## src/rtl/cache_pkg.sv

```systemverilog
// Shared geometry, state encoding and address helper for the cache line / memory adapter.
// Latency: none (declarations only).
// Backpressure: none (declarations only).
package cache_pkg;

  localparam int s_offset = 5;                    // byte-offset bits per line
  localparam int s_line   = 8 * (2 ** s_offset);  // line width in bits
  localparam int s_word   = 32;                   // memory bus data width
  localparam int s_beats  = s_line / s_word;      // beats per line (power of two)
  localparam int s_bidx   = $clog2(s_beats);      // beat index width
  localparam int s_cnt    = s_bidx + 1;           // counter width, holds the value s_beats
  localparam int s_wbyte  = $clog2(s_word / 8);   // byte-offset bits inside one word

  localparam logic [s_cnt-1:0] s_beats_cnt = s_cnt'(s_beats);
  localparam logic [31:0]      s_off_mask  = 32'((1 << s_offset) - 1);

  typedef enum logic [1:0] {
    IDLE,
    WRITE,
    READ,
    RESP
  } state_t;

  // Beat address inside the line: the index only replaces the word-offset
  // field, so it wraps within the line and can never carry into the tag/index.
  function automatic logic [31:0] beat_addr(input logic [31:0]       base,
                                            input logic [s_bidx-1:0] idx);
    return base | 32'({idx, {s_wbyte{1'b0}}});
  endfunction

endpackage

```

## src/rtl/line_beat_buffer.sv

```systemverilog
// One-line staging register: whole-line load/output plus word-indexed write and read.
// Latency: writes visible the cycle after the edge; reads are combinational from the register.
// Backpressure: none; the owner decides when to load or write.
// Ports: i_line_load/i_line_dat  whole-line parallel load (writeback data)
//        i_word_we/i_word_idx/i_word_dat  single-word write (returned read beats)
//        i_rd_idx -> o_rd_word  word select for writeback beats; o_line  whole line
module line_beat_buffer
  import cache_pkg::*;
(
  input  logic              clk,
  input  logic              rst,
  input  logic              i_line_load,
  input  logic [s_line-1:0] i_line_dat,
  input  logic              i_word_we,
  input  logic [s_bidx-1:0] i_word_idx,
  input  logic [s_word-1:0] i_word_dat,
  input  logic [s_bidx-1:0] i_rd_idx,
  output logic [s_word-1:0] o_rd_word,
  output logic [s_line-1:0] o_line
);

  // Word i sits at bits [s_word*i +: s_word], so the packed array matches the line layout.
  logic [s_beats-1:0][s_word-1:0] r_line;

  always_ff @(posedge clk or negedge rst) begin
    if (!rst) begin
      r_line <= '0;
    end else if (i_line_load) begin
      r_line <= i_line_dat;
    end else if (i_word_we) begin
      r_line[i_word_idx] <= i_word_dat;
    end
  end

  assign o_rd_word = r_line[i_rd_idx];
  assign o_line    = r_line;

endmodule

```

## src/rtl/cache_line_mem_adapter.sv

```systemverilog
// Cache-side line fill/writeback responder that serialises lines into word beats on the memory bus.
// Latency: accept at T -> first beat T+1; write resp T+9, read resp T+10 with no stalls.
// Backpressure: line_ready only in IDLE; mem_gnt low holds the current beat; reads tolerate any rvalid delay.
// Ports: clk, rst (async active-low)
//        line_valid/line_ready/line_we/line_addr/line_wdata  request from the cache
//        line_resp/line_rdata  completion pulse and fill data
//        mem_req/mem_we/mem_addr/mem_wdata/mem_gnt  beat request channel
//        mem_rvalid/mem_rdata  in-order read data return
module cache_line_mem_adapter
  import cache_pkg::*;
(
  input  logic              clk,
  input  logic              rst,
  input  logic              line_valid,
  output logic              line_ready,
  input  logic              line_we,
  input  logic [31:0]       line_addr,
  input  logic [s_line-1:0] line_wdata,
  output logic              line_resp,
  output logic [s_line-1:0] line_rdata,
  output logic              mem_req,
  output logic              mem_we,
  output logic [31:0]       mem_addr,
  output logic [s_word-1:0] mem_wdata,
  input  logic              mem_gnt,
  input  logic              mem_rvalid,
  input  logic [s_word-1:0] mem_rdata
);

  state_t            r_state, w_state_nxt;
  logic [31:0]       r_base;
  logic              r_we;
  logic [s_cnt-1:0]  r_req_cnt, w_req_cnt_nxt;
  logic [s_cnt-1:0]  r_rsp_cnt, w_rsp_cnt_nxt;
  logic              r_mem_req, w_mem_req_nxt;
  logic              r_mem_we, w_mem_we_nxt;
  logic [31:0]       r_mem_addr, w_mem_addr_nxt;
  logic [s_word-1:0] r_mem_wdata, w_mem_wdata_nxt;
  logic [s_line-1:0] r_rdata;

  logic              w_accept;
  logic              w_gnt;
  logic              w_rvld;
  logic [s_cnt-1:0]  w_req_cnt_inc;
  logic [s_cnt-1:0]  w_rsp_cnt_inc;
  logic [31:0]       w_line_base;
  logic [s_word-1:0] w_buf_word;
  logic [s_line-1:0] w_buf_line;
  logic              w_fill_done;

  assign line_ready    = (r_state == IDLE);
  assign w_accept      = line_valid && line_ready;
  assign w_gnt         = r_mem_req && mem_gnt;
  // Responses are only meaningful while a fill is in flight; anything else
  // (including stale beats from an operation killed by reset) is dropped.
  assign w_rvld        = (r_state == READ) && mem_rvalid;
  assign w_req_cnt_inc = r_req_cnt + 1'b1;
  assign w_rsp_cnt_inc = r_rsp_cnt + 1'b1;
  assign w_line_base   = line_addr & ~s_off_mask;
  assign w_fill_done   = (r_state == RESP) && !r_we;

  line_beat_buffer u_buf (
    .clk        (clk),
    .rst        (rst),
    .i_line_load(w_accept && line_we),
    .i_line_dat (line_wdata),
    .i_word_we  (w_rvld),
    .i_word_idx (r_rsp_cnt[s_bidx-1:0]),
    .i_word_dat (mem_rdata),
    .i_rd_idx   (w_req_cnt_inc[s_bidx-1:0]),
    .o_rd_word  (w_buf_word),
    .o_line     (w_buf_line)
  );

  always_ff @(posedge clk or negedge rst) begin
    if (!rst) begin
      r_state <= IDLE;
    end else begin
      r_state <= w_state_nxt;
    end
  end

  // Next state plus next values of the registered memory-bus outputs.
  always_comb begin
    w_state_nxt     = r_state;
    w_req_cnt_nxt   = r_req_cnt;
    w_rsp_cnt_nxt   = r_rsp_cnt;
    w_mem_req_nxt   = r_mem_req;
    w_mem_we_nxt    = r_mem_we;
    w_mem_addr_nxt  = r_mem_addr;
    w_mem_wdata_nxt = r_mem_wdata;
    case (r_state)
      IDLE: begin
        if (line_valid) begin
          w_state_nxt     = line_we ? WRITE : READ;
          w_req_cnt_nxt   = '0;
          w_rsp_cnt_nxt   = '0;
          w_mem_req_nxt   = 1'b1;
          w_mem_we_nxt    = line_we;
          w_mem_addr_nxt  = w_line_base;
          // The buffer is loaded on this same edge, so beat 0 comes straight from the input.
          w_mem_wdata_nxt = line_wdata[s_word-1:0];
        end
      end
      WRITE: begin
        if (w_gnt) begin
          w_req_cnt_nxt = w_req_cnt_inc;
          if (w_req_cnt_inc == s_beats_cnt) begin
            w_mem_req_nxt = 1'b0;
            w_state_nxt   = RESP;
          end else begin
            w_mem_addr_nxt  = beat_addr(r_base, w_req_cnt_inc[s_bidx-1:0]);
            w_mem_wdata_nxt = w_buf_word;
          end
        end
      end
      READ: begin
        if (w_gnt) begin
          w_req_cnt_nxt = w_req_cnt_inc;
          if (w_req_cnt_inc == s_beats_cnt) begin
            w_mem_req_nxt = 1'b0;
          end else begin
            w_mem_addr_nxt = beat_addr(r_base, w_req_cnt_inc[s_bidx-1:0]);
          end
        end
        // Request and response counters advance independently: a grant for a
        // later beat and the data of an earlier one may land in the same cycle.
        if (w_rvld) begin
          w_rsp_cnt_nxt = w_rsp_cnt_inc;
          if (w_rsp_cnt_inc == s_beats_cnt) begin
            w_state_nxt = RESP;
          end
        end
      end
      RESP: begin
        w_state_nxt = IDLE;
      end
      default: begin
        w_state_nxt = IDLE;
      end
    endcase
  end

  always_ff @(posedge clk or negedge rst) begin
    if (!rst) begin
      r_base      <= '0;
      r_we        <= 1'b0;
      r_req_cnt   <= '0;
      r_rsp_cnt   <= '0;
      r_mem_req   <= 1'b0;
      r_mem_we    <= 1'b0;
      r_mem_addr  <= '0;
      r_mem_wdata <= '0;
      r_rdata     <= '0;
    end else begin
      if (w_accept) begin
        r_base <= w_line_base;
        r_we   <= line_we;
      end
      r_req_cnt   <= w_req_cnt_nxt;
      r_rsp_cnt   <= w_rsp_cnt_nxt;
      r_mem_req   <= w_mem_req_nxt;
      r_mem_we    <= w_mem_we_nxt;
      r_mem_addr  <= w_mem_addr_nxt;
      r_mem_wdata <= w_mem_wdata_nxt;
      if (w_fill_done) begin
        r_rdata <= w_buf_line;
      end
    end
  end

  assign line_resp = (r_state == RESP);
  // The last read word lands in the buffer on the edge entering RESP, so the
  // completion cycle shows the buffer directly; r_rdata holds it afterwards.
  assign line_rdata = w_fill_done ? w_buf_line : r_rdata;

  assign mem_req   = r_mem_req;
  assign mem_we    = r_mem_we;
  assign mem_addr  = r_mem_addr;
  assign mem_wdata = r_mem_wdata;

endmodule

```

## config.mk

```make
export PLATFORM = sky130hd
export DESIGN_NAME = cache_line_mem_adapter
export DESIGN_NICKNAME = d
export VERILOG_FILES = /design/src/rtl/cache_pkg.sv /design/src/rtl/line_beat_buffer.sv /design/src/rtl/cache_line_mem_adapter.sv
export SDC_FILE = /design/constraint.sdc
export NUM_CORES = 1
export LEC_CHECK = 0
export ABC_AREA = 1
export BUFFER_PORTS_ARGS = -buffer_cell sky130_fd_sc_hd__clkbuf_2
export CAP_MARGIN = 30
export CORE_AREA = 2 2 256 258
export DETAILED_ROUTE_END_ITERATION = 10
export DIE_AREA = 0 0 258 260
export HOLD_SLACK_MARGIN = 0.03
export PLACE_DENSITY_LB_ADDON = 0.15
export SLEW_MARGIN = 15
export SYNTH_ARGS = -nofsm -noshare
export SYNTH_HDL_FRONTEND = slang
export SYNTH_SLANG_ARGS = --single-unit
```

## constraint.sdc

```tcl
create_clock -name clk -period 3.9 [get_ports clk]
set_clock_uncertainty 0.05 [all_clocks]
set_input_delay 0.195 -clock clk [delete_from_list [all_inputs] [get_ports clk]]
set_output_delay 0.195 -clock clk [all_outputs]
set_load 0.03 [all_outputs]
```

=== Word-level counts from Yosys, hierarchy flattened ===
Index checks and enable logic that the tools add are counted.

* Reduce and logical (&&, ||, !) cells: 20
* Eq/ne operators: 14
* Bitwise logic cells: 1
* Add/subtract/negate cells: 2
* Multiplexer cells: 32
* Magnitude comparators: 3

{| class="wikitable"
|+ Operators by type and width
! operator !! count
|-
| 256-bit 2-to-1 mux || 3
|-
| 256-bit bitwise mux || 1
|-
| 32-bit 2-to-1 mux || 8
|-
| 32-bit one-hot mux with 2 select lines || 2
|-
| 32-bit binary-select mux with 3-bit select || 1
|-
| 32-bit demux with 3-bit select || 1
|-
| 32-bit by 5-bit bitwise OR with 32-bit output || 1
|-
| 4-bit one-hot mux with 2 select lines || 2
|-
| 2-bit 2-to-1 mux || 6
|-
| 4-bit 2-to-1 mux || 3
|-
| 4-bit AND reduction || 3
|-
| 2-bit inequality test, second input constant || 5
|-
| 4-bit by 1-bit adder with 4-bit output, second input constant || 2
|-
| 4-bit == test, second input constant || 2
|-
| 3-bit by 4-bit < comparator with 1-bit output, second input constant || 2
|-
| 2-bit by 1-bit inequality test with 1-bit output, second input constant || 4
|-
| 2-bit one-hot mux with 4 select lines || 1
|-
| 2-bit nonzero test || 4
|-
| 1-bit logical AND || 6
|-
| 3-bit AND reduction || 2
|-
| 5-bit AND reduction || 1
|-
| 2-bit == test, second input constant || 2
|-
| 3-bit by 1-bit greater-or-equal comparator with 1-bit output, second input constant || 1
|-
| 1-bit 2-to-1 mux || 3
|-
| other kinds (6) || 6
|}

* Input bits: 326
* Word-level logic and storage cells: 90
* Register bits: 616
* Output and inout bits: 324

=== Logic depth before layout (Yosys ltp) ===
* Depth in word-level cells: 7
* Depth in mapped cells: 11
* Depth with buffers taken out: 10

=== Cells and area by module ===
Synthesis repeated with hierarchy kept, for this count alone.

* Cells, all modules: 3912
* Area total of the unflattened synthesis: 31521.5 um^2

{| class="wikitable"
|+ By module, submodules not included
! module !! times used !! sequential area each (um^2) !! area an instance (um^2) !! cells an instance
|-
| line_beat_buffer || 1 || 6406.1 || 16953.8 || 2793
|-
| cache_line_mem_adapter || 1 || 8933.6 || 14567.7 || 1119
|}

=== Worst setup path after synthesis ===
OpenSTA, ideal clock, no wires.

* Path type: flip-flop to flip-flop
* From: register r_state[0]
* To: register r_rdata[0]
* Stages on the path, launching flop included: 6
* Buffers on the path: 2
* Setup slack: 1578 ps
* Period minus slack after synthesis: 2322 ps
* Library setup time: 207 ps
* Required time: 3643 ps
* Data arrival time: 2065 ps
* Cells stage by stage: dfrtp_1 -> ha_1 -> nand2_1 -> clkbuf_1 -> clkbuf_1 -> o21ai_0

* Word-level cells in the longest chain between the ends: 3

{| class="wikitable"
|+ RTL lines
! element !! line !! text
|-
| from (decl) || cache_line_mem_adapter.sv:30 || <nowiki>state_t r_state, w_state_nxt;</nowiki>
|-
| from (signal assigned) || cache_line_mem_adapter.sv:79 || <nowiki>r_state <= w_state_nxt;</nowiki>
|-
| 2-bit == test || -- ||
|-
| net line_resp || cache_line_mem_adapter.sv:19 || <nowiki>output logic line_resp,</nowiki>
|-
| 1-bit logical AND || cache_line_mem_adapter.sv:60 || <nowiki>assign w_fill_done = (r_state == RESP) && !r_we;</nowiki>
|-
| 256-bit 2-to-1 mux || -- ||
|-
| net line_rdata[0] || cache_line_mem_adapter.sv:20 || <nowiki>output logic [s_line-1:0] line_rdata,</nowiki>
|-
| to (signal assigned) || cache_line_mem_adapter.sv:167 || <nowiki>r_rdata <= w_buf_line;</nowiki>
|-
| to (decl) || cache_line_mem_adapter.sv:39 || <nowiki>logic [s_line-1:0] r_rdata;</nowiki>
|}

The timed path passes the listed nets, and every way through them passes these cells.
A chain may end at the register's enable or synchronous reset.

=== Worst setup path in the final report ===
* From: register r_state[0]
* To: output port line_rdata[148]

* Word-level cells in the longest chain between the ends: 3

{| class="wikitable"
|+ RTL lines
! element !! line !! text
|-
| 2-bit == test || cache_line_mem_adapter.sv:60 ||
|-
| 1-bit logical AND || cache_line_mem_adapter.sv:60 ||
|-
| 256-bit 2-to-1 mux || cache_line_mem_adapter.sv:175 || <nowiki>assign line_rdata = w_fill_done ? w_buf_line : r_rdata;</nowiki>
|-
| to (decl) || cache_line_mem_adapter.sv:20 ||
|}

Every way passes these cells.

==> reports/metrics.yaml <==
detailed_routing:
  post_drt_wl_per_cell_um: 23.3
  vias: 26164
  routed_wl_um: 113000
  drt_iter0_drc: 2735
  drt_first_pass_iters: 5
  route.detailed.drc: 0
  drtAntennaViolNets: 0
  vias_per_cell: 5.39
clocking:
  tritoncts: "done"
  worstSkewPairLatency_ns: 0.61
  cts.path.max_buffers: 3
  post_cts.repair.setup_buffers: 0
  post_cts_gate_resize_count: 0
  htree_levels: 3
  cts_hold_repair.buffers: 288
  clock_slew_at_the_register_clock_pins_of_the_worst_setup_and_hold_paths_ns: 0.06
  clock_tree.root_cell: "sky130_fd_sc_hd__clkbuf_16"
  cts_sinks: 613
  tritoncts.num_buffers: 71
floorplan:
  ios: 650
  floorplan.die.height_um: 260
  row_count: 93
  floorplan.initialDensity_pct: 42.1
  core_um2: 64100
  die-width_um: 258
  dieArea_um2: 67100
yosys:
  synth_area_um2: 27000
  yosys-top-cells-count: "1,053 x sky130_fd_sc_hd__nand2_1, 613 x sky130_fd_sc_hd__dfrtp_1, 321 x sky130_fd_sc_hd__o21ai_0"
  synth_area_per_cell_um2: 8.73
  synth_warnings: 0
  synth_largest_type_area_fraction_pct: 56.8
  synthesis.instances: 3093
  ys_seq_elements: 613
  yosys.area.top_type: "sky130_fd_sc_hd__dfrtp_1"
  synth_top_area_cells: "sky130_fd_sc_hd__dfrtp_1 57%, sky130_fd_sc_hd__nand2_1 15%, sky130_fd_sc_hd__o221ai_1 8.3%"
  async_flop_share_pct: 100
  yosysMostFrequentCell: "sky130_fd_sc_hd__nand2_1"
  synth.yosys.seq_area_share_pct: 56.8
  yosysUniqueCellTypes: 27
  leading_register_cell_type_out_of_synthesis: "sky130_fd_sc_hd__dfrtp_1"
  number_of_flops_mapped_to_enable_cells_by_yosys: 0
global_routing:
  grt_max_degree: 106
  grt_remaining_overflow: 0
  global_route_wire_length_before_repair_um: 166000
  first_global_vias: 25520
  globalRouteTotalUtil_pct: 33.2
  globalRouteMet2Util_pct: 53.6
  antenna_found_initial: 5
  met1_layer_usage_reported_by_global_route_pct: 42.4
  use_met3_pct: 6.52
  grt-busiest-layer: "met2"
status:
  outcome: "finished clean"
timing:
  rsz_0062_raised_after_global_routing: "no"
  timing_worst_slew_pin_value_ns: 1.05
  setup_violations: 0
  max_freq_ghz: 0.323
  final.period_utilization_pct: 79.3
  tns_ns: 0
  hold_viol: 0
  period_minus_slack_ns: 3.09
  max-slew-margin-rel_pct: 30.1
  timing.final.max_slew_violations: 0
power_and_ir_drop:
  power.switching_fraction_pct: 47.4
  power.share.combinational_pct: 50.0
  power.static_leakage_nw: 18.2
  share_clk_of_total_power_pct: 19.7
  power.share.sequential_pct: 30.4
  p_switching_mw: 15.9
  vdd_ir_drop_max_mv: 0.591
  internal_power_mw: 17.7
  power.density_nw_per_um2: 926
cells_and_area:
  num-nets-final: 4276
  drive_gt1_share_pct: 21.1
  finalCoreUtilization_pct: 56.5
  nFillCells: 5902
  area_growth_syn_to_layout_pct: 34.3
worst_setup_path:
  crit_path_start_kind: "flop"
  critical_path_class: "flop to output pin"
  arrival_ns: 2.85
  crit_path_max_fanout: 105
  setup.reg_to_reg.worst_slack_ns: 0.84
  critical_path_required_ns: 3.65
  cells_along_the_critical_path: "ha_1, nand2_4, buf_12, o21ai_0, clkbuf_2"
  cp_num_buf_inv: 2
  timing.critical_path.max_delay_family: "buffers and inverters"
  timing.critical_path.slowest_stage_cell: "sky130_fd_sc_hd__o21ai_0"
  maximum_cell_stage_delay_along_the_critical_path_ns: 0.54
  endpoint_kind: "output pin"
worst_hold_path:
  min-delay-path-class: "primary input to flop"
placement:
  gpl.final_weighted_congestion: 0.897
  dp.final_hpwl_um: 76000
  place.port_buffers: 642
job:
  drv_cap: 0
==> final cells by class <==
| type | instances | area (um^2) | area share (%) |
|---|---|---|---|
| multi-input combinational | 1958 | 9600 | 26.5 |
| sequential | 613 | 15300 | 42.3 |
| antenna | 4 | 10.0 | 0.0276 |
| clock buffer | 108 | 2130 | 5.87 |
| timing repair buffer | 994 | 6800 | 18.8 |
| inverter | 305 | 1160 | 3.19 |
| clock inverter | 14 | 146 | 0.404 |
| tap | 855 | 1070 | 2.95 |
==> power by group through the flow <==
stage	Combinational, mW	Clock [mW]	Sequential [mW]
finish	16.8	6.60	10.2
global placement	16.2	0	10.1
floorplan	10.3	0	10.6
global route	18.1	6.95	10.4
CTS	16.7	6.67	10.1
detailed placement	16.4	0	10.2
==> through the flow <==
step	cells	setup WS (ns)	hold slack, ns	power [mW]	cell area, um^2
after floorplan	3094	1.58	-0.151	21.0	27000
after global placement	4435	0.929	0.311	26.3	31000
final	4851	0.806	0.110	33.6	36300
after detailed placement	4436	0.899	0.312	26.6	31100
after global routing	4850	0.627	0.141	35.5	36300
after CTS	4846	0.803	0.0842	33.5	36200
==> final timing paths <==
kind                                      startpoint                            to  depth (start not counted)
max                           r_state[0]$_DFFE_PN0P_               line_rdata[148]                          5
min                                          mem_gnt      r_req_cnt[0]$_DFFE_PN0P_                          4
max reg2reg                   r_state[0]$_DFFE_PN0P_  u_buf.o_line[11]$_DFFE_PN0P_                          8
min reg2reg                mem_wdata[14]$_DFFE_PN0P_     mem_wdata[14]$_DFFE_PN0P_                          2
max in group asynchronous                        rst         r_rdata[96]$_DFF_PN0_                          3
min in group asynchronous                        rst        r_rdata[168]$_DFF_PN0_                          2
==> per-layer routing <==
| metal | part of all wire, % | vias to the layer above |
|---|---|---|
| met2 | 48 | 1244 |
| li1 | - | 11962 |
| met1 | 40 | 12679 |
| met4 | 5.5 | 4 |
| met5 | 0.020 | - |
| met3 | 7.1 | 275 |
==> worst min-delay path, cell delays in order <==
cell and delay (ns):
sky130_fd_sc_hd__clkbuf_2 0.13, sky130_fd_sc_hd__a21oi_1 0.10, sky130_fd_sc_hd__nor2_4 0.20, sky130_fd_sc_hd__o21ai_0 0.10
==> state kept, by name, indices dropped and copies added, names as in the netlist, 2 cells and up <==
name          count
r_rsp_cnt         4
r_req_cnt         4
r_base           27
u_buf.o_line    256
r_state           2
mem_wdata        32
mem_addr         30
r_rdata         256
==> layout by cell type, fill, tap and decap left out, types with 2 or more instances in the layout <==
| cell type | count |
|---|---|
| sky130_fd_sc_hd__buf_4 | 48 |
| sky130_fd_sc_hd__clkbuf_1 | 18 |
| sky130_fd_sc_hd__buf_16 | 2 |
| sky130_fd_sc_hd__nand2_1 | 1048 |
| sky130_fd_sc_hd__clkbuf_8 | 17 |
| sky130_fd_sc_hd__ha_1 | 5 |
| sky130_fd_sc_hd__a21oi_1 | 31 |
| sky130_fd_sc_hd__clkinv_8 | 2 |
| sky130_fd_sc_hd__inv_2 | 6 |
| sky130_fd_sc_hd__nand4_1 | 3 |
| sky130_fd_sc_hd__nor2_4 | 2 |
| sky130_fd_sc_hd__clkinv_2 | 10 |
| sky130_fd_sc_hd__nor2_1 | 32 |
| sky130_fd_sc_hd__dfrtp_1 | 612 |
| sky130_fd_sc_hd__clkbuf_2 | 641 |
| sky130_fd_sc_hd__nand2_2 | 6 |
| sky130_fd_sc_hd__inv_1 | 295 |
| sky130_fd_sc_hd__dlygate4sd3_1 | 288 |
| sky130_fd_sc_hd__nand3_1 | 234 |
| sky130_fd_sc_hd__o221ai_1 | 256 |
| sky130_fd_sc_hd__clkbuf_16 | 73 |
| sky130_fd_sc_hd__buf_12 | 14 |
| sky130_fd_sc_hd__bufinv_16 | 2 |
| sky130_fd_sc_hd__nand4_2 | 6 |
| sky130_fd_sc_hd__o21ai_0 | 321 |
| sky130_fd_sc_hd__nand2_4 | 3 |
| sky130_fd_sc_hd__diode_2 | 4 |
| sky130_fd_sc_hd__conb_1 | 2 |
==> logic make-up after synthesis <==
family	after synthesis	share of synthesized area (%)
AOI/OAI and AO/OA	611	14.9
buffers and inverters	523	7.82
DFF	613	56.8
other	1	0.0139
xor gates and xnor gates	1	0.0325
and+or+nand+nor	1336	20.0
adders and majority gates	7	0.324
muxes	1	0.0371
(Power assumes the default switching activity.)
